$ cat config.mk
export PLATFORM = sky130hd
export DESIGN_NAME = ioexp_input_tracker_flat
export DESIGN_NICKNAME = d
export VERILOG_FILES = /design/src/rtl/ioexp_input_tracker_if.sv /design/src/rtl/ioexp_input_tracker.sv /design/src/flat_wrapper.sv
export SDC_FILE = /design/constraint.sdc
export NUM_CORES = 1
export LEC_CHECK = 0
export CAP_MARGIN = 30
export CORE_AREA = 2 2 126 128
export CTS_CLUSTER_DIAMETER = 80
export DETAILED_ROUTE_END_ITERATION = 8
export DIE_AREA = 0 0 128 130
export PLACE_DENSITY = 0.75
export SLEW_MARGIN = 20
export SYNTH_ARGS = -nofsm -noshare
export SYNTH_HDL_FRONTEND = slang
export SYNTH_SLANG_ARGS = --single-unit
$ cat constraint.sdc
create_clock -name clk -period 2.15 [get_ports clk]
set_clock_uncertainty 0.15 [all_clocks]
set_input_delay 0.43 -clock clk [delete_from_list [all_inputs] [get_ports clk]]
set_output_delay 0.43 -clock clk [all_outputs]
set_load 0.05 [all_outputs]
$ cat src/rtl/ioexp_input_tracker_if.sv
// Read-side bus from i2c_master plus the polling FSM's capture qualifiers.
// Polling FSM/i2c_master drive (master); the tracker only observes (slave).
interface ioexp_input_tracker_if;
  logic       i2c_busy;
  logic [7:0] i2c_rdata;
  logic       i2c_error;
  logic       rd_capture;
  logic       rd_byte_sel;
  logic       poll_done;

  modport master (
    output i2c_busy, i2c_rdata, i2c_error, rd_capture, rd_byte_sel, poll_done
  );
  modport slave (
    input  i2c_busy, i2c_rdata, i2c_error, rd_capture, rd_byte_sel, poll_done
  );
endinterface

$ cat src/rtl/ioexp_input_tracker.sv
// Collects the two I/O-expander port bytes of each poll, debounces every bit over
// consecutive committed polls and reports stable levels, change flags, irq and stats.
module ioexp_input_tracker #(
  parameter int DEBOUNCE_POLLS = 3,
  parameter int CNT_W          = 4
) (
  input  logic                   clk,
  input  logic                   reset_n,
  ioexp_input_tracker_if.slave   bus,
  input  logic [15:0]            clear_bits,
  input  logic [15:0]            irq_mask,
  output logic [15:0]            stable_out,
  output logic                   valid,
  output logic                   change_pulse,
  output logic [15:0]            changed_bits,
  output logic                   irq,
  output logic [7:0]             sample_count,
  output logic [7:0]             error_count
);

  localparam logic [CNT_W-1:0] DEB = DEBOUNCE_POLLS[CNT_W-1:0];

  // Transfer framing: busy rising marks the start of a byte and is when the FSM's
  // rd_capture/rd_byte_sel are valid; busy falling marks data_rd/ack_error valid.
  logic            busy_last;
  logic            tag_rd;
  logic            tag_sel;
  logic [1:0]      got_mask;
  logic            poll_err;
  logic [7:0]      shadow0;
  logic [7:0]      shadow1;
  logic [CNT_W-1:0] cnt [16];

  logic            rise;
  logic            fall;
  logic [1:0]      got_mask_nxt;
  logic            poll_err_nxt;
  logic [7:0]      shadow0_nxt;
  logic [7:0]      shadow1_nxt;
  logic            commit;
  logic            reject;
  logic [15:0]     sample;
  logic [15:0]     flip;
  logic [15:0]     stable_nxt;
  logic [CNT_W-1:0] cnt_nxt [16];

  always_comb begin
    rise         = bus.i2c_busy & ~busy_last;
    fall         = ~bus.i2c_busy & busy_last;
    got_mask_nxt = got_mask;
    poll_err_nxt = poll_err;
    shadow0_nxt  = shadow0;
    shadow1_nxt  = shadow1;
    if (fall && tag_rd) begin
      if (bus.i2c_error) begin
        poll_err_nxt = 1'b1;
      end else if (tag_sel) begin
        shadow1_nxt     = bus.i2c_rdata;
        got_mask_nxt[1] = 1'b1;
      end else begin
        shadow0_nxt     = bus.i2c_rdata;
        got_mask_nxt[0] = 1'b1;
      end
    end
    // A byte finishing in the poll_done cycle still counts toward this poll.
    commit = bus.poll_done && (got_mask_nxt == 2'b11) && !poll_err_nxt;
    reject = bus.poll_done && !commit;
    sample = {shadow1_nxt, shadow0_nxt};
  end

  always_comb begin
    flip       = '0;
    stable_nxt = stable_out;
    for (int b = 0; b < 16; b++) cnt_nxt[b] = cnt[b];
    if (commit) begin
      if (!valid) begin
        stable_nxt = sample;
        for (int b = 0; b < 16; b++) cnt_nxt[b] = '0;
      end else begin
        for (int b = 0; b < 16; b++) begin
          if (sample[b] == stable_out[b]) begin
            cnt_nxt[b] = '0;
          end else if ((cnt[b] + 1'b1) == DEB) begin
            stable_nxt[b] = ~stable_out[b];
            cnt_nxt[b]    = '0;
            flip[b]       = 1'b1;
          end else begin
            cnt_nxt[b] = cnt[b] + 1'b1;
          end
        end
      end
    end
  end

  always_ff @(posedge clk) begin
    if (!reset_n) begin
      busy_last    <= 1'b0;
      tag_rd       <= 1'b0;
      tag_sel      <= 1'b0;
      got_mask     <= 2'b00;
      poll_err     <= 1'b0;
      shadow0      <= '0;
      shadow1      <= '0;
      stable_out   <= '0;
      valid        <= 1'b0;
      change_pulse <= 1'b0;
      changed_bits <= '0;
      sample_count <= '0;
      error_count  <= '0;
      for (int b = 0; b < 16; b++) cnt[b] <= '0;
    end else begin
      busy_last <= bus.i2c_busy;
      if (rise) begin
        tag_rd  <= bus.rd_capture;
        tag_sel <= bus.rd_byte_sel;
      end
      shadow0      <= shadow0_nxt;
      shadow1      <= shadow1_nxt;
      got_mask     <= bus.poll_done ? 2'b00 : got_mask_nxt;
      poll_err     <= bus.poll_done ? 1'b0  : poll_err_nxt;
      stable_out   <= stable_nxt;
      change_pulse <= |flip;
      changed_bits <= (changed_bits & ~clear_bits) | flip;
      for (int b = 0; b < 16; b++) cnt[b] <= cnt_nxt[b];
      if (commit) begin
        valid        <= 1'b1;
        sample_count <= sample_count + 8'd1;
      end
      if (reject && (error_count != 8'hFF)) error_count <= error_count + 8'd1;
    end
  end

  assign irq = |(changed_bits & irq_mask);

endmodule

$ cat src/flat_wrapper.sv
// flat-port wrapper written by rule: the top's interface ports become plain ports
module ioexp_input_tracker_flat 
#(
  parameter int DEBOUNCE_POLLS = 3,
  parameter int CNT_W          = 4
)
  (clk, reset_n, clear_bits, irq_mask, stable_out, valid, change_pulse, changed_bits, irq, sample_count, error_count, bus_i2c_busy, bus_i2c_rdata, bus_i2c_error, bus_rd_capture, bus_rd_byte_sel, bus_poll_done);
  ioexp_input_tracker_if bus_i ();
  input  logic clk;
  input  logic reset_n;
  input  logic [15:0] clear_bits;
  input  logic [15:0] irq_mask;
  output logic [15:0] stable_out;
  output logic valid;
  output logic change_pulse;
  output logic [15:0] changed_bits;
  output logic irq;
  output logic [7:0] sample_count;
  output logic [7:0] error_count;
  input wire logic [$bits(bus_i.i2c_busy)-1:0] bus_i2c_busy;
  input wire logic [$bits(bus_i.i2c_rdata)-1:0] bus_i2c_rdata;
  input wire logic [$bits(bus_i.i2c_error)-1:0] bus_i2c_error;
  input wire logic [$bits(bus_i.rd_capture)-1:0] bus_rd_capture;
  input wire logic [$bits(bus_i.rd_byte_sel)-1:0] bus_rd_byte_sel;
  input wire logic [$bits(bus_i.poll_done)-1:0] bus_poll_done;
  assign bus_i.i2c_busy = bus_i2c_busy;
  assign bus_i.i2c_rdata = bus_i2c_rdata;
  assign bus_i.i2c_error = bus_i2c_error;
  assign bus_i.rd_capture = bus_rd_capture;
  assign bus_i.rd_byte_sel = bus_rd_byte_sel;
  assign bus_i.poll_done = bus_poll_done;
  ioexp_input_tracker #(.DEBOUNCE_POLLS(DEBOUNCE_POLLS), .CNT_W(CNT_W)) u_core (.clk(clk), .reset_n(reset_n), .bus(bus_i), .clear_bits(clear_bits), .irq_mask(irq_mask), .stable_out(stable_out), .valid(valid), .change_pulse(change_pulse), .changed_bits(changed_bits), .irq(irq), .sample_count(sample_count), .error_count(error_count));
endmodule
# Word level (Yosys, flattened, before mapping)
# Memory sizes are Yosys's and may differ from the RTL's.
# Cells that the tools add are included.
# op_classes
addsub,18
n_eq_ne,66
mux,131
bitwise,41
reduce_logical,26
# ops
cell,count
two-way mux 4 bit,48
two-way mux 64 bit,2
two-way mux 1 bit,70
adder 4 x 1 -> 4 bit (second input constant),16
== test 4 x 2 -> 1 bit (second input constant),16
inequality test 2 bit (second input constant),32
two-way mux 16 bit,3
two-way mux 8 bit,6
AND reduction 3 bit,16
bitwise AND 16 bit,2
OR reduction 16 bit,2
NOT 1 bit,19
adder 8 x 1 -> 8 bit (second input constant),2
== test 1 bit,16
NOT 16 bit,1
bitwise OR 1 bit,16
bitwise OR 16 bit,1
inequality test 8 bit (second input constant),1
logical AND 1 bit,5
two-way mux 2 bit,2
bitwise AND 1 bit,2
== test 2 bit (second input constant),1
logical NOT 1 bit,2
OR reduction 2 bit,1
# word_totals
regBits,72
ramBits,64
inputBits,47
output_inout_bits,51
wordCells,311
memories,1
# mem_list
name,depth,width,rd,rd_clocked_by_memory_dff,write_ports,line_no,text
u_core.cnt,16,4,16,0,16,ioexp_input_tracker.sv:32,logic [CNT_W-1:0] cnt [16];

# Depth between registers and ports, before layout
# Gate-level depths: netlist of the first run.
# logic_depth
ltp_word,10
mapped_depth,9

# Least setup slack after synthesis of the first run
# No wires, ideal clock.
# synth_path
path_type,input to register
start,in bus_i2c_busy
end,"mem u_core.cnt[3][2], in the netlist u_core.cnt[0][14]"
arrival_ns,1.906
t_required_ns,1.929
setup_slack_ns,0.024
cell_stages,7
path_cell_list,and4bb_1 > buf_4 > a21o_2 > nand4_4 > or2_1 > or3b_1 > a21oi_1
# synth_rtl
element,line_no,text
start: declaration,flat_wrapper.sv:20,input wire logic [$bits(bus_i.i2c_busy)-1:0] bus_i2c_busy;
end: declaration,ioexp_input_tracker.sv:32,

# Worst setup path in the final report of the first run
# layout_path
start,reg u_core.tag_rd
end,reg u_core.change_pulse
# layout_via
elab_chain_len,7
# layout_rtl
element,line_no,text
start: declaration,ioexp_input_tracker.sv:26,logic tag_rd;
start signal: assignment,ioexp_input_tracker.sv:114,tag_rd <= bus.rd_capture;
logical AND 1 bit *,ioexp_input_tracker.sv:54,if (fall && tag_rd) begin
two-way mux 8 bit / two-way mux 2 bit (equally long branches),ioexp_input_tracker.sv:54,
== test 1 bit / == test 2 bit (equally long branches),"ioexp_input_tracker.sv:81, ioexp_input_tracker.sv:66",
two-way mux 1 bit / logical AND 1 bit (equally long branches),"ioexp_input_tracker.sv:81, ioexp_input_tracker.sv:66",
two-way mux 16 bit / logical AND 1 bit (equally long branches),"ioexp_input_tracker.sv:76, ioexp_input_tracker.sv:66",
two-way mux 16 bit *,ioexp_input_tracker.sv:75,if (commit) begin
OR reduction 16 bit *,ioexp_input_tracker.sv:122,change_pulse <= |flip;
end signal: assignment,ioexp_input_tracker.sv:122,
end: declaration,ioexp_input_tracker.sv:14,"output logic change_pulse,"
# Mark *: on every way between the ends. The rest lies on a longest branch, timed or not.
# A chain may end at the register's enable or synchronous reset.

==> flow_metrics.py, run 1 <==
metrics = {
    "outcome": {
        "status": "finished, final reports clean",
    },
    "routing": {
        "vias": 7430,
        "final_antenna_net_count": 0,
        "post-route-drc-count": 0,
        "wire_per_inst_um": 15.7,
        "viasPerCell": 5.63,
        "drt_iter0_drc": 657,
        "wirelength_um": 20800,
        "drt-pass1-iter-count": 5,
    },
    "logic_synthesis": {
        "synth_edf_count": 0,
        "seq_area_frac_synth_pct": 36.3,
        "ys.warnings.count": 0,
        "synthCells": 939,
        "synth_top_cell_by_area": "dfxtp_1",
        "synth-seq-cells": 136,
        "synth_common_cells": "dfxtp_1 (136), nor2_1 (125), a21oi_1 (84)",
        "syn_area_per_cell_um2": 7.98,
        "yosys-top-cells-area": "dfxtp_1 (36%), nor2_1 (6.3%), ha_1 (5.7%)",
        "synthFlopType": "dfxtp_1",
        "async_flop_share_pct": 0,
        "synthesis.nets": 1020,
        "synth.most_common_cell": "dfxtp_1",
        "synth.distinct_cells": 50,
        "synth_top_area_share_pct": 36.3,
        "syn_area_mm2": 0.00749,
    },
    "global_routing": {
        "grt_max_degree": 50,
        "antenna_found_initial": 0,
        "grt_first_pass_wirelength_um": 32900,
        "grt_pass1_vias": 6903,
        "grt_overflow_total": 0,
        "grt.total_usage_pct": 24.7,
    },
    "worst_setup_path": {
        "worstPathArrival_ns": 2.31,
        "cp_data_required_time_ns": 2.35,
        "worstReg2RegStart": "u_core.tag_rd$_SDFFE_PN0P_",
        "critical_path_peak_fanout": 8,
        "worstSetupEndpointType": "register",
        "worstSetupPathType": "register to register",
        "reg2reg_slack_ns": 0.04,
        "start_kind": "register",
        "timing.rr.end": "u_core.change_pulse$_SDFF_PN0_",
        "reg2regPathDepth": 8,
    },
    "floorplanning": {
        "initial_core_util_pct": 48.6,
        "dieArea_mm2": 0.0166,
        "fp.dieW_um": 128,
        "core-area_mm2": 0.0154,
        "ios": 98,
        "rows": 46,
        "die_height_um": 130,
    },
    "place": {
        "gp_congestion": 0.822,
        "hpwl_um": 14300,
        "pre_cts_ws_ns": -0.760,
        "port-buffer-count": 97,
    },
    "cells_and_area": {
        "antennaDiodeCount": 0,
        "areaGrowthSynthToFinish_pct": 37.3,
        "seqCellArea_mm2": 0.00273,
        "post-route-util_pct": 66.7,
        "drive_above_1_share_pct": 21.5,
        "fillCellCount": 1298,
        "multiInputGateArea_mm2": 0.00479,
        "finalNetCount": 1196,
    },
    "sta": {
        "finalCriticalPeriod_ns": 2.11,
        "tightestPinTransition_ns": 0.532,
        "final-setup-viol-count": 0,
        "hold_slack_ns": 0.266,
        "finalHoldViolations": 0,
        "max_freq_ghz": 0.474,
        "min_period_over_period_pct": 98.2,
        "timing.final.ws_setup_ns": 0.0386,
        "slew_violations": 0,
        "max-slew-margin-rel_pct": 64.1,
        "rsz0062_at_grt": "yes",
    },
    "clock_tree": {
        "numCtsBuffers": 17,
        "clock_latency_ns": 0.43,
        "clk_pin_slew_ns": 0.06,
        "cts_buffer_depth": 2,
        "cts_hold_buf": 0,
        "cts_tree": "yes",
        "clock_sinks": 136,
        "cts_max_level": 4,
        "cts_root_buffer": "clkbuf_16",
    },
    "power": {
        "vdd_drop_max_mv": 0.573,
        "total_leakage_power_nw": 4.06,
        "powerDensity_mw_per_mm2": 566,
        "power_mw": 5.82,
    },
    "min_path": {
        "hold_end": "u_core.busy_last$_SDFF_PN0_",
        "worstHoldStart": "bus_i2c_busy",
        "hold_path_class": "input port to register",
        "min_path_cells": 2,
    },
    "flow_run": {
        "maxCapViolCount": 0,
    },
}
-- repair_timing --
item | CTS | global route
buffers inserted | 0 | 0
pin swaps | 11 | 20
setup endpoints to repair | 121 | 61
cloned | 1 | 0
gates resized for setup | 65 | 54
-- stage by stage --
stage                     TNS, ns  cells  cell area (µm²)
after detailed placement   -59.57   1287             9330
after global routing       -0.146   1320            10300
final                           0   1320            10300
after CTS                       0   1320            10100
after global placement     -52.90   1287             9330
after floorplan                 0    939             7490
-- critical path, stage by stage, from the launching register on --
cell and delay, ns:
dfxtp_2 0.33, and4b_2 0.26, nor3b_4 0.23, nand4_4 0.16, buf_6 0.16, buf_4 0.17
nor3_2 0.33, nor4_2 0.09, a41oi_1 0.15
-- worst max-delay path by stage --
stage,from,endpoint,slack (ns),cells after the start
after global routing,u_core.busy_last$_SDFF_PN0_,u_core.change_pulse$_SDFF_PN0_,-0.06,8
after detailed placement,bus_i2c_busy,u_core.change_pulse$_SDFF_PN0_,-0.76,9
after global placement,bus_i2c_busy,u_core.change_pulse$_SDFF_PN0_,-0.68,9
final,u_core.tag_rd$_SDFFE_PN0P_,u_core.change_pulse$_SDFF_PN0_,0.04,8
after CTS,irq_mask[2],irq,0.002,5
after floorplan,bus_i2c_busy,u_core.cnt[0][14]$_SDFFE_PN0P_,0.02,7
-- logic make-up (layout without fill, tap and decap cells) --
family                   Yosys count  in the layout  synth area share, %
flip-flops                       136            136                 36.3
AND/OR/NAND/NOR                  447            447                 32.2
multiplexers                      31             31                 4.37
buffers and inverters             74            263                 3.94
adder cells (fa/ha/maj)           34             34                 5.68
XOR/XNOR                          13             13                 1.52
AO/OA/AOI/OAI                    204            204                 16.0
-- report_power, final --
part / switching (mW) / leakage (nW) / total (mW) / internal [mW]
clock network: 1.09 / 0.299 / 3.01 / 1.92
logic: 0.139 / 2.67 / 0.271 / 0.133
registers: 0.00909 / 1.10 / 2.54 / 2.53
-- flip-flops by register name, summed over array words and instances, names as in the netlist --
| signal | flops |
|---|---|
| u_core.cnt | 64 |
| u_core.changed_bits | 16 |
| u_core.stable_out | 16 |
| u_core.error_count | 8 |
| u_core.sample_count | 8 |
| u_core.shadow0 | 8 |
| u_core.shadow1 | 8 |
| u_core.got_mask | 2 |
| u_core.busy_last | 1 |
| u_core.change_pulse | 1 |
| u_core.poll_err | 1 |
| u_core.tag_rd | 1 |
| u_core.tag_sel | 1 |
| u_core.valid | 1 |
-- metal layers --
metal	track usage, %	vias to the layer above	part of all wire [%]
li1	-	3681	-
met1	31.1	3539	44
met4	7.89	0	1.3
met3	4.76	22	5.4
met5	0	-	0
met2	43.0	188	49
-- layout by cell type (no fill, tap or decap), drive strengths merged, types with 18 or more instances in the layout --
master,synthesis,routed
dlygate4sd2,0,31
nand2,56,56
nor3,72,72
nor2,127,127
clkdlybuf4s50,0,39
inv,34,33
clkbuf,25,26
nand3b,30,30
o21ai,50,50
a21oi,84,84
nand3,19,19
ha,34,34
dfxtp,136,136
nand2b,49,49
buf,14,123
nor3b,18,18
-- final cells by class --
cell class                 count  share of cell area [%]
clock buffer                  26                    5.14
timing repair buffer         196                    17.4
sequential                   136                    26.5
tap                          192                    2.34
multi-input combinational    729                    46.5
inverter                      35                    1.29
clock inverter                 6                   0.827
Power figures use the tool's default switching activity.
==> run 2, diff against run 1 <==
- CORE_AREA: 2 2 126 128 -> 2 2 124 126
- CTS_BUF_LIST: unset -> sky130_fd_sc_hd__clkbuf_8
- DIE_AREA: 0 0 128 130 -> 0 0 126 128
- PLACE_DENSITY: 0.75 -> 0.77
==> run 2 against run 1 <==
Effect of this change:
- the run now ends with negative setup slack left
- maximum frequency down 2.1%
- first-iteration DRC count shrank 14%
- clock-buffer cell count down 8
- sequential share of layout area increased by 0.39 points
- flip-flop and latch count did not move
- routed wire length up 0.19%
- total power shrank 11%
- cell area shrank 1.2%
- critical path type unchanged
- critical endpoint unchanged
- largest cell class unchanged
==> flow_metrics.py, run 2 (synthesis results as in run 1) <==
metrics = {
    "clock_tree": {
        "clock_sinks": 136,
        "clock_latency_ns": 0.46,
        "cts_buffer_depth": 2,
        "clk_pin_slew_ns": 0.08,
        "numCtsBuffers": 17,
        "cts_tree": "yes",
        "cts_hold_buf": 0,
        "cts_max_level": 4,
        "cts_root_buffer": "clkbuf_8",
    },
    "floorplanning": {
        "fp.dieW_um": 126,
        "dieArea_mm2": 0.0161,
        "rows": 45,
        "initial_core_util_pct": 50.4,
        "ios": 98,
        "die_height_um": 128,
        "core-area_mm2": 0.0149,
    },
    "global_routing": {
        "grt_pass1_vias": 6795,
        "grt_overflow_total": 0,
        "grt_max_degree": 52,
        "antenna_found_initial": 0,
        "grt.total_usage_pct": 24.9,
        "grt_first_pass_wirelength_um": 32700,
    },
    "worst_setup_path": {
        "reg2reg_slack_ns": -0.006,
        "cp_data_required_time_ns": 2.33,
        "start_kind": "register",
        "worstSetupPathType": "register to register",
        "worstPathArrival_ns": 2.34,
        "reg2regPathDepth": 9,
        "critical_path_peak_fanout": 14,
        "worstReg2RegStart": "u_core.busy_last$_SDFF_PN0_",
        "timing.rr.end": "u_core.change_pulse$_SDFF_PN0_",
        "worstSetupEndpointType": "register",
    },
    "cells_and_area": {
        "finalNetCount": 1195,
        "drive_above_1_share_pct": 22.1,
        "regMostFlops": "u_core.cnt",
        "fin_cells": 1315,
        "reg_top3": "u_core.cnt (64), u_core.changed_bits (16), u_core.stable_out (16)",
        "areaGrowthSynthToFinish_pct": 35.6,
        "largest_reg_flops": 64,
        "fillCellCount": 1198,
        "final_cell_mix": "dfxtp_1 (128), nor2_1 (113), buf_4 (106)",
        "final_common_cell": "dfxtp_1",
        "antennaDiodeCount": 0,
    },
    "sta": {
        "final-setup-viol-count": 1,
        "max-slew-margin-rel_pct": 62.8,
        "slew_violations": 0,
        "max_freq_ghz": 0.464,
        "finalHoldViolations": 0,
        "min_period_over_period_pct": 100,
        "timing.final.ws_setup_ns": -0.00575,
        "tightestPinTransition_ns": 0.553,
        "rsz0062_at_grt": "yes",
        "finalCriticalPeriod_ns": 2.16,
    },
    "routing": {
        "drt-pass1-iter-count": 5,
        "final_antenna_net_count": 0,
        "drt_iter0_drc": 566,
        "vias": 7398,
        "viasPerCell": 5.63,
        "wire_per_inst_um": 15.8,
        "wirelength_um": 20800,
        "post-route-drc-count": 0,
    },
    "place": {
        "dp_cells": 1278,
        "hpwl_um": 14200,
        "gp_congestion": 0.878,
        "port-buffer-count": 97,
    },
    "min_path": {
        "hold_path_class": "input port to register",
        "hold_end": "u_core.busy_last$_SDFF_PN0_",
        "min_path_cells": 2,
        "worstHoldStart": "bus_i2c_busy",
    },
    "outcome": {
        "status": "finished with violations",
        "violations": "negative setup slack",
    },
    "power": {
        "total_leakage_power_nw": 3.99,
        "power_mw": 5.19,
        "vdd_drop_max_mv": 0.471,
        "powerDensity_mw_per_mm2": 510,
    },
    "flow_run": {
        "maxCapViolCount": 0,
    },
}
## run 2: changes by cell type in the layout (fill, tap and decap cells not counted), moves of 4 or more
cell,previous run,this run
clkbuf_16,17,1
clkbuf_8,7,18
nor2_2,16,7
dfxtp_1,134,128
dfxtp_2,2,8
nor2_4,2,7
clkdlybuf4s50_1,39,43
dlygate4sd2_1,31,27
nor2_1,109,113
nor4b_1,8,4
## run 2: worst max-delay path, cell delays in order (launching register included)
cell and delay, ns:
dfxtp_2 0.34, and4bb_4 0.23, a21o_4 0.23, nand4_4 0.12
buf_12 0.15, buf_6 0.17, nor3_1 0.07, buf_4 0.16
nor4_2 0.27, a41oi_1 0.12
## run 2: layout make-up
class / count / area, µm² / area share, %
clock inverter: 14 / 196 / 1.93
multi-input combinational: 729 / 4840 / 47.6
clock buffer: 18 / 248 / 2.44
sequential: 136 / 2730 / 26.9
inverter: 35 / 133 / 1.30
tap: 188 / 235 / 2.31
timing repair buffer: 195 / 1780 / 17.5
## run 2: through the flow
step | instance area (µm²) | hold WS [ns] | util (%) | setup TNS (ns) | setup WS (ns)
4_1_cts | 9900 | 0.206 | 66.6 | -0.0744 | -0.0366
3_3_place_gp | 9260 | 0.335 | 62.3 | -55.55 | -0.749
6_report | 10200 | 0.242 | 68.4 | -0.00575 | -0.00575
5_1_grt | 10200 | 0.270 | 68.4 | -0.365 | -0.0767
3_5_place_dp | 9260 | 0.345 | 62.3 | -60.39 | -0.785
2_1_floorplan | 7490 | 0.321 | - | 0 | 0.0237
## run 2: metal layers
layer / up-vias / part of all wire (%) / global-route usage, % / routed length (µm)
met3: 29 / 6.6 / 5.93 / 1370
met1: 3449 / 44 / 32.2 / 9150
li1: 3676 / - / - / -
met4: 0 / 1.6 / 7.56 / 329
met2: 244 / 48 / 41.6 / 9970
met5: - / 0 / 0 / 0
## run 2: worst max path at each step
stage	startpoint	to	slack, ns	cells past startpoint
after floorplan	bus_i2c_busy	u_core.cnt[0][14]$_SDFFE_PN0P_	0.02	7
after global placement	bus_i2c_busy	u_core.change_pulse$_SDFF_PN0_	-0.75	9
after detailed placement	bus_i2c_busy	u_core.change_pulse$_SDFF_PN0_	-0.79	9
after CTS	u_core.tag_rd$_SDFFE_PN0P_	u_core.change_pulse$_SDFF_PN0_	-0.04	9
after global routing	u_core.busy_last$_SDFF_PN0_	u_core.change_pulse$_SDFF_PN0_	-0.08	7
final	u_core.busy_last$_SDFF_PN0_	u_core.change_pulse$_SDFF_PN0_	-0.006	9
## run 2: power by group
group	leakage, nW	internal [mW]	switching, mW
clock	0.216	1.30	1.08
sequential	1.10	2.52	0.00899
combinational	2.68	0.129	0.141
total	3.99	3.96	1.23
## run 2: repair_timing
| action | 4_1_cts | 5_1_grt |
|---|---|---|
| endpoints found under the setup margin | 80 | 100 |
| gates resized for setup | 68 | 59 |
| pin swaps | 7 | 14 |
| setup buffers | 3 | 2 |
| cloned | 1 | 1 |
==> RTL change 1, RTL diff (config.mk and constraints of run 2) <==
`CNT_W` is set to 4 in 2 places; all go to 6.
--- a/src/rtl/ioexp_input_tracker.sv
+++ b/src/rtl/ioexp_input_tracker.sv
@@ -3,5 +3,5 @@
 module ioexp_input_tracker #(
   parameter int DEBOUNCE_POLLS = 3,
-  parameter int CNT_W          = 4
+  parameter int CNT_W          = 6
 ) (
   input  logic                   clk,
--- a/src/flat_wrapper.sv
+++ b/src/flat_wrapper.sv
@@ -3,5 +3,5 @@
 #(
   parameter int DEBOUNCE_POLLS = 3,
-  parameter int CNT_W          = 4
+  parameter int CNT_W          = 6
 )
   (clk, reset_n, clear_bits, irq_mask, stable_out, valid, change_pulse, changed_bits, irq, sample_count, error_count, bus_i2c_busy, bus_i2c_rdata, bus_i2c_error, bus_rd_capture, bus_rd_byte_sel, bus_poll_done);
Check against the original RTL: same outputs for any inputs over 4 cycles, from zero or initial values and one cycle with reset_n low; that may be too few to reach the edited logic, so the function may still have changed.
==> RTL change 1 against run 2 <==
- the flow still finishes with violations (negative setup slack)
- global-route usage increased by 6.4 points
- sequential power rose by 23%
- setup slack worse by 0.29 ns
- synthesized area up 19%
- sequential cell count is 32 higher
- sequential share of layout area decreased by 0.20 points
- fmax shrank 12%
- routed wire length rose by 38%
- power is 16% higher
- cell area increased by 24%
- critical path depth down 1
- largest cell class unchanged
==> RTL change 1: results (changes against run 2) <==
- WP data arrival: 2.65 ns (+0.31 ns)
- Reg2reg start: u_core.tag_rd$_SDFFE_PN0P_
- Total GRT Usage: 31.4% (+6.4 points)
- DRT Pass-1 Iters: 6 (+1)
- Post-DP HPWL: 16800 um (+19%)
- Post-CTS Setup Bufs: 17 (+14)
- RD Place Congestion: 0.876 (-0.16%)
- LEAKAGE: 5.13 nW (+29%)
- Mux cell area share after synthesis: 2.24% (-2.1 points)
- Final net count: 1434 (+20%)
- Maximum vdd ir drop: 0.605 mV (+29%)
- Status: finished, violations left
- Place WS: -0.957 ns (-0.172 ns)
- Setup ws final: -0.292 ns (-0.286 ns)
- Buffering overhead: 20.0% (+2.4 points)
- Biggest regs: u_core.cnt: 96 flops, u_core.changed_bits: 16 flops, u_core.stable_out: 16 flops
- Worst Reg-to-Reg Cells: 8 (-1)
- Multi-input combinational cell count: 865 (+19%)
- Xor and xnor area share after synthesis: 2.55% (+1.0 points)
- Logic pwr share: 4.4% (-0.8 points)
- Top cells by area, synth: dfxtp_1 38%, a21oi_1 7.8%, o21ai_0 5.3%, ha_1 4.8%, nor2_1 4.2%
- Setup violators final: 90 (+89)
- Nonclk inv count: 29 (-17%)
- CP delay by family, top: compound AO/OA/AOI/OAI gates
- Failing checks: negative setup slack
- Reg power frac: 51.8% (+3.0 points)
- CTS Sinks: 168 (+24%)
- Clk tree area frac: 3.62% (-0.75 points)
- Post-synthesis adder-cell area fraction: 4.76% (-0.92 points)
==> RTL change 1: cell count changes after synthesis, sizes merged, moves of 24 or more <==
cell    delta
nor2      -25
a21oi     +57
o21ai     +47
nor3      -53
nor2b     +38
nand2b    -26
dfxtp     +32
or3       +24
==> RTL change 1: per-layer routing <==
metal | vias up | share of wire, % | GRT usage, %
met2 | 456 | 49 | 52.1
li1 | 4491 | - | -
met3 | 88 | 7.2 | 6.89
met5 | - | 0 | 0
met4 | 0 | 3.3 | 11.1
met1 | 4525 | 41 | 40.5
==> RTL change 1: stage by stage <==
step | instances | cell area (um^2) | setup TNS, ns | hold slack, ns | power (mW)
after floorplan | 1108 | 9010 | -2.40 | 0.295 | 3.30
after global placement | 1482 | 11000 | -96.52 | 0.310 | 3.45
after detailed placement | 1482 | 11000 | -106.35 | 0.321 | 3.45
after CTS | 1532 | 12000 | -3.59 | 0.215 | 5.99
after global routing | 1554 | 12600 | -17.22 | 0.235 | 6.18
final | 1554 | 12600 | -6.28 | 0.219 | 6.03
==> RTL change 2, RTL diff (config.mk and constraints of run 2) <==
Without the edit above. Add an input register stage for `clear_bits` and `irq_mask`; this delays them by one clock. The other inputs are not delayed to match.
--- a/src/rtl/ioexp_input_tracker.sv
+++ b/src/rtl/ioexp_input_tracker.sv
@@ -20,4 +20,12 @@
 
   localparam logic [CNT_W-1:0] DEB = DEBOUNCE_POLLS[CNT_W-1:0];
+
+  logic [15:0] clear_bits_q;
+  logic [15:0] irq_mask_q;
+
+  always_ff @(posedge clk) begin
+    clear_bits_q <= clear_bits;
+    irq_mask_q   <= irq_mask;
+  end
 
   // Transfer framing: busy rising marks the start of a byte and is when the FSM's
@@ -121,5 +129,5 @@
       stable_out   <= stable_nxt;
       change_pulse <= |flip;
-      changed_bits <= (changed_bits & ~clear_bits) | flip;
+      changed_bits <= (changed_bits & ~clear_bits_q) | flip;
       for (int b = 0; b < 16; b++) cnt[b] <= cnt_nxt[b];
       if (commit) begin
@@ -131,5 +139,5 @@
   end
 
-  assign irq = |(changed_bits & irq_mask);
+  assign irq = |(changed_bits & irq_mask_q);
 
 endmodule
Formal check against the unedited RTL: same outputs for any inputs over 4 cycles, from zero or initial values and one cycle with reset_n low; that may be too few to reach the edited logic, so the function may still have changed.
==> RTL change 2 against run 2 <==
- the flow still finishes with violations (negative setup slack)
- synthesized area is 2.1% higher
- non-clock buffer count grew 53
- highest routed layer unchanged
- setup slack worse by 0.27 ns
- first-iteration DRC count rose by 32%
- count of clock-buffer cells in the layout unchanged
- routed wire length up 29%
- power is 11% higher
- critical endpoint is now u_core.cnt[0][15]$_SDFFE_PN0P_
- sequential cell count increased by 32
- synthesized cell count down 4.6%
- cell area grew 15%
==> RTL change 2: results (changes against run 2) <==
- Status: finished, violations left
- Failing checks: negative setup slack
- DRT Pass-1 Iters: 6 (+1)
- Slowest stage delay, CP: 0.52 ns (+0.18 ns)
- Worst Setup EP: u_core.cnt[0][15]$_SDFFE_PN0P_
- P per Cell Area: 494 nW/um^2 (-3.2%)
- Post-synthesis adder-cell area fraction: 5.56% (-0.11 points)
- Non-filler cells, final: 1331 (+1.2%)
- Worst Hold Class: in -> reg
- Leading cell types by count after synthesis: 168 x dfxtp_1, 93 x a21oi_1, 93 x nor2_1
- TNS Setup: -13.21 ns (-13.20 ns)
- Share of layout cells above drive strength 1: 35.3% (+13 points)
- Synth warn: 0 (unchanged)
- Maximum vdd ir drop: 0.403 mV (-14%)
- Synth unique cells: 60 (+20%)
- Sw frac: 26.0% (+2.3 points)
- Logic pwr share: 4.4% (-0.8 points)
- Worst hold slack: 0.221 ns (-0.0212 ns)
- Post-Syn Nets: 977 (-4.2%)
- Critical path peak fanout: 7 (-7)
- Setup ws final: -0.280 ns (-0.275 ns)
- Slowest CP cell: or4b_4
- Comb pwr: 0.254 mW (-6%)
- Reg clk slew, reported paths: 0.10 ns (+0.02 ns)
- Mux cell area share after synthesis: 1.52% (-2.9 points)
- Seq/Total Area, Yosys: 44.0% (+7.6 points)
- Final net count: 1211 (+1.3%)
- Top cells by area, synth: dfxtp_1 44%, a21oi_1 6.1%, ha_1 5.6%, o21ai_0 4.6%, nor2_1 4.6%
- Per-cell routed wire length: 20.2 um (+27%)
- First-pass GRT wire length: 36500 um (+12%)
- LEAKAGE: 4.72 nW (+18%)
- Mapped Cells: 896 (-4.6%)
- Largest net degree at the start of global routing: 82 (+58%)
- Total GRT Usage: 28.2% (+3.2 points)
- Vias post-DR: 8014 (+8.3%)
- Fill count: 907 (-24%)
- Placed inst area: 9600 um^2 (+3.6%)
- RD Place Congestion: 0.819 (-6.7%)
- Worst Reg-to-Reg Cells: 10 (+1)
- DR iter-0 viols: 746 (+32%)
- Complex-gate fraction of the synthesized area: 18.3% (+2.3 points)
- Vias in the first global route: 7441 (+9.5%)
- Setup violators final: 95 (+94)
- Slew headroom: 56.2% (-6.6 points)
- Seq. pwr: 3.17 mW (+25%)
- Place WS: -0.827 ns (-0.0425 ns)
- Xor and xnor area share after synthesis: 2.98% (+1.5 points)
[RTL change 2: cell types whose count changed in the layout (fill, tap and decap cells not counted), moves of 16 or more]
cell      change
buf_6        +43
nand2b_1     -47
nor2_1       -37
a21oi_2      +19
a21oi_4      +16
nor3_1       -40
a21oi_1      -24
dfxtp_1      +36
nand3b_1     -17
[RTL change 2: routing by layer]
| layer | track usage [%] | wire length, um |
|---|---|---|
| met1 | 33.8 | 10200 |
| met2 | 49.5 | 13200 |
| met3 | 4.97 | 1950 |
| met4 | 12.6 | 1490 |
| met5 | 0 | 0 |
[RTL change 2: final cells by class]
class                   instances  share of cell area [%]
multi-input cells             651                    43.3
repair buffers                248                    21.0
inverters                      44                    1.42
flip-flops and latches        168                    28.8
clock buffers                  18                    2.12
clock inverters                14                    1.27
well taps                     188                    2.01
[RTL change 2: what timing repair did]
item	4_1_cts	5_1_grt
setup buffers	26	21
pin swaps	61	66
cloned	5	3
resized for setup	186	162
endpoints found under the setup margin	127	112
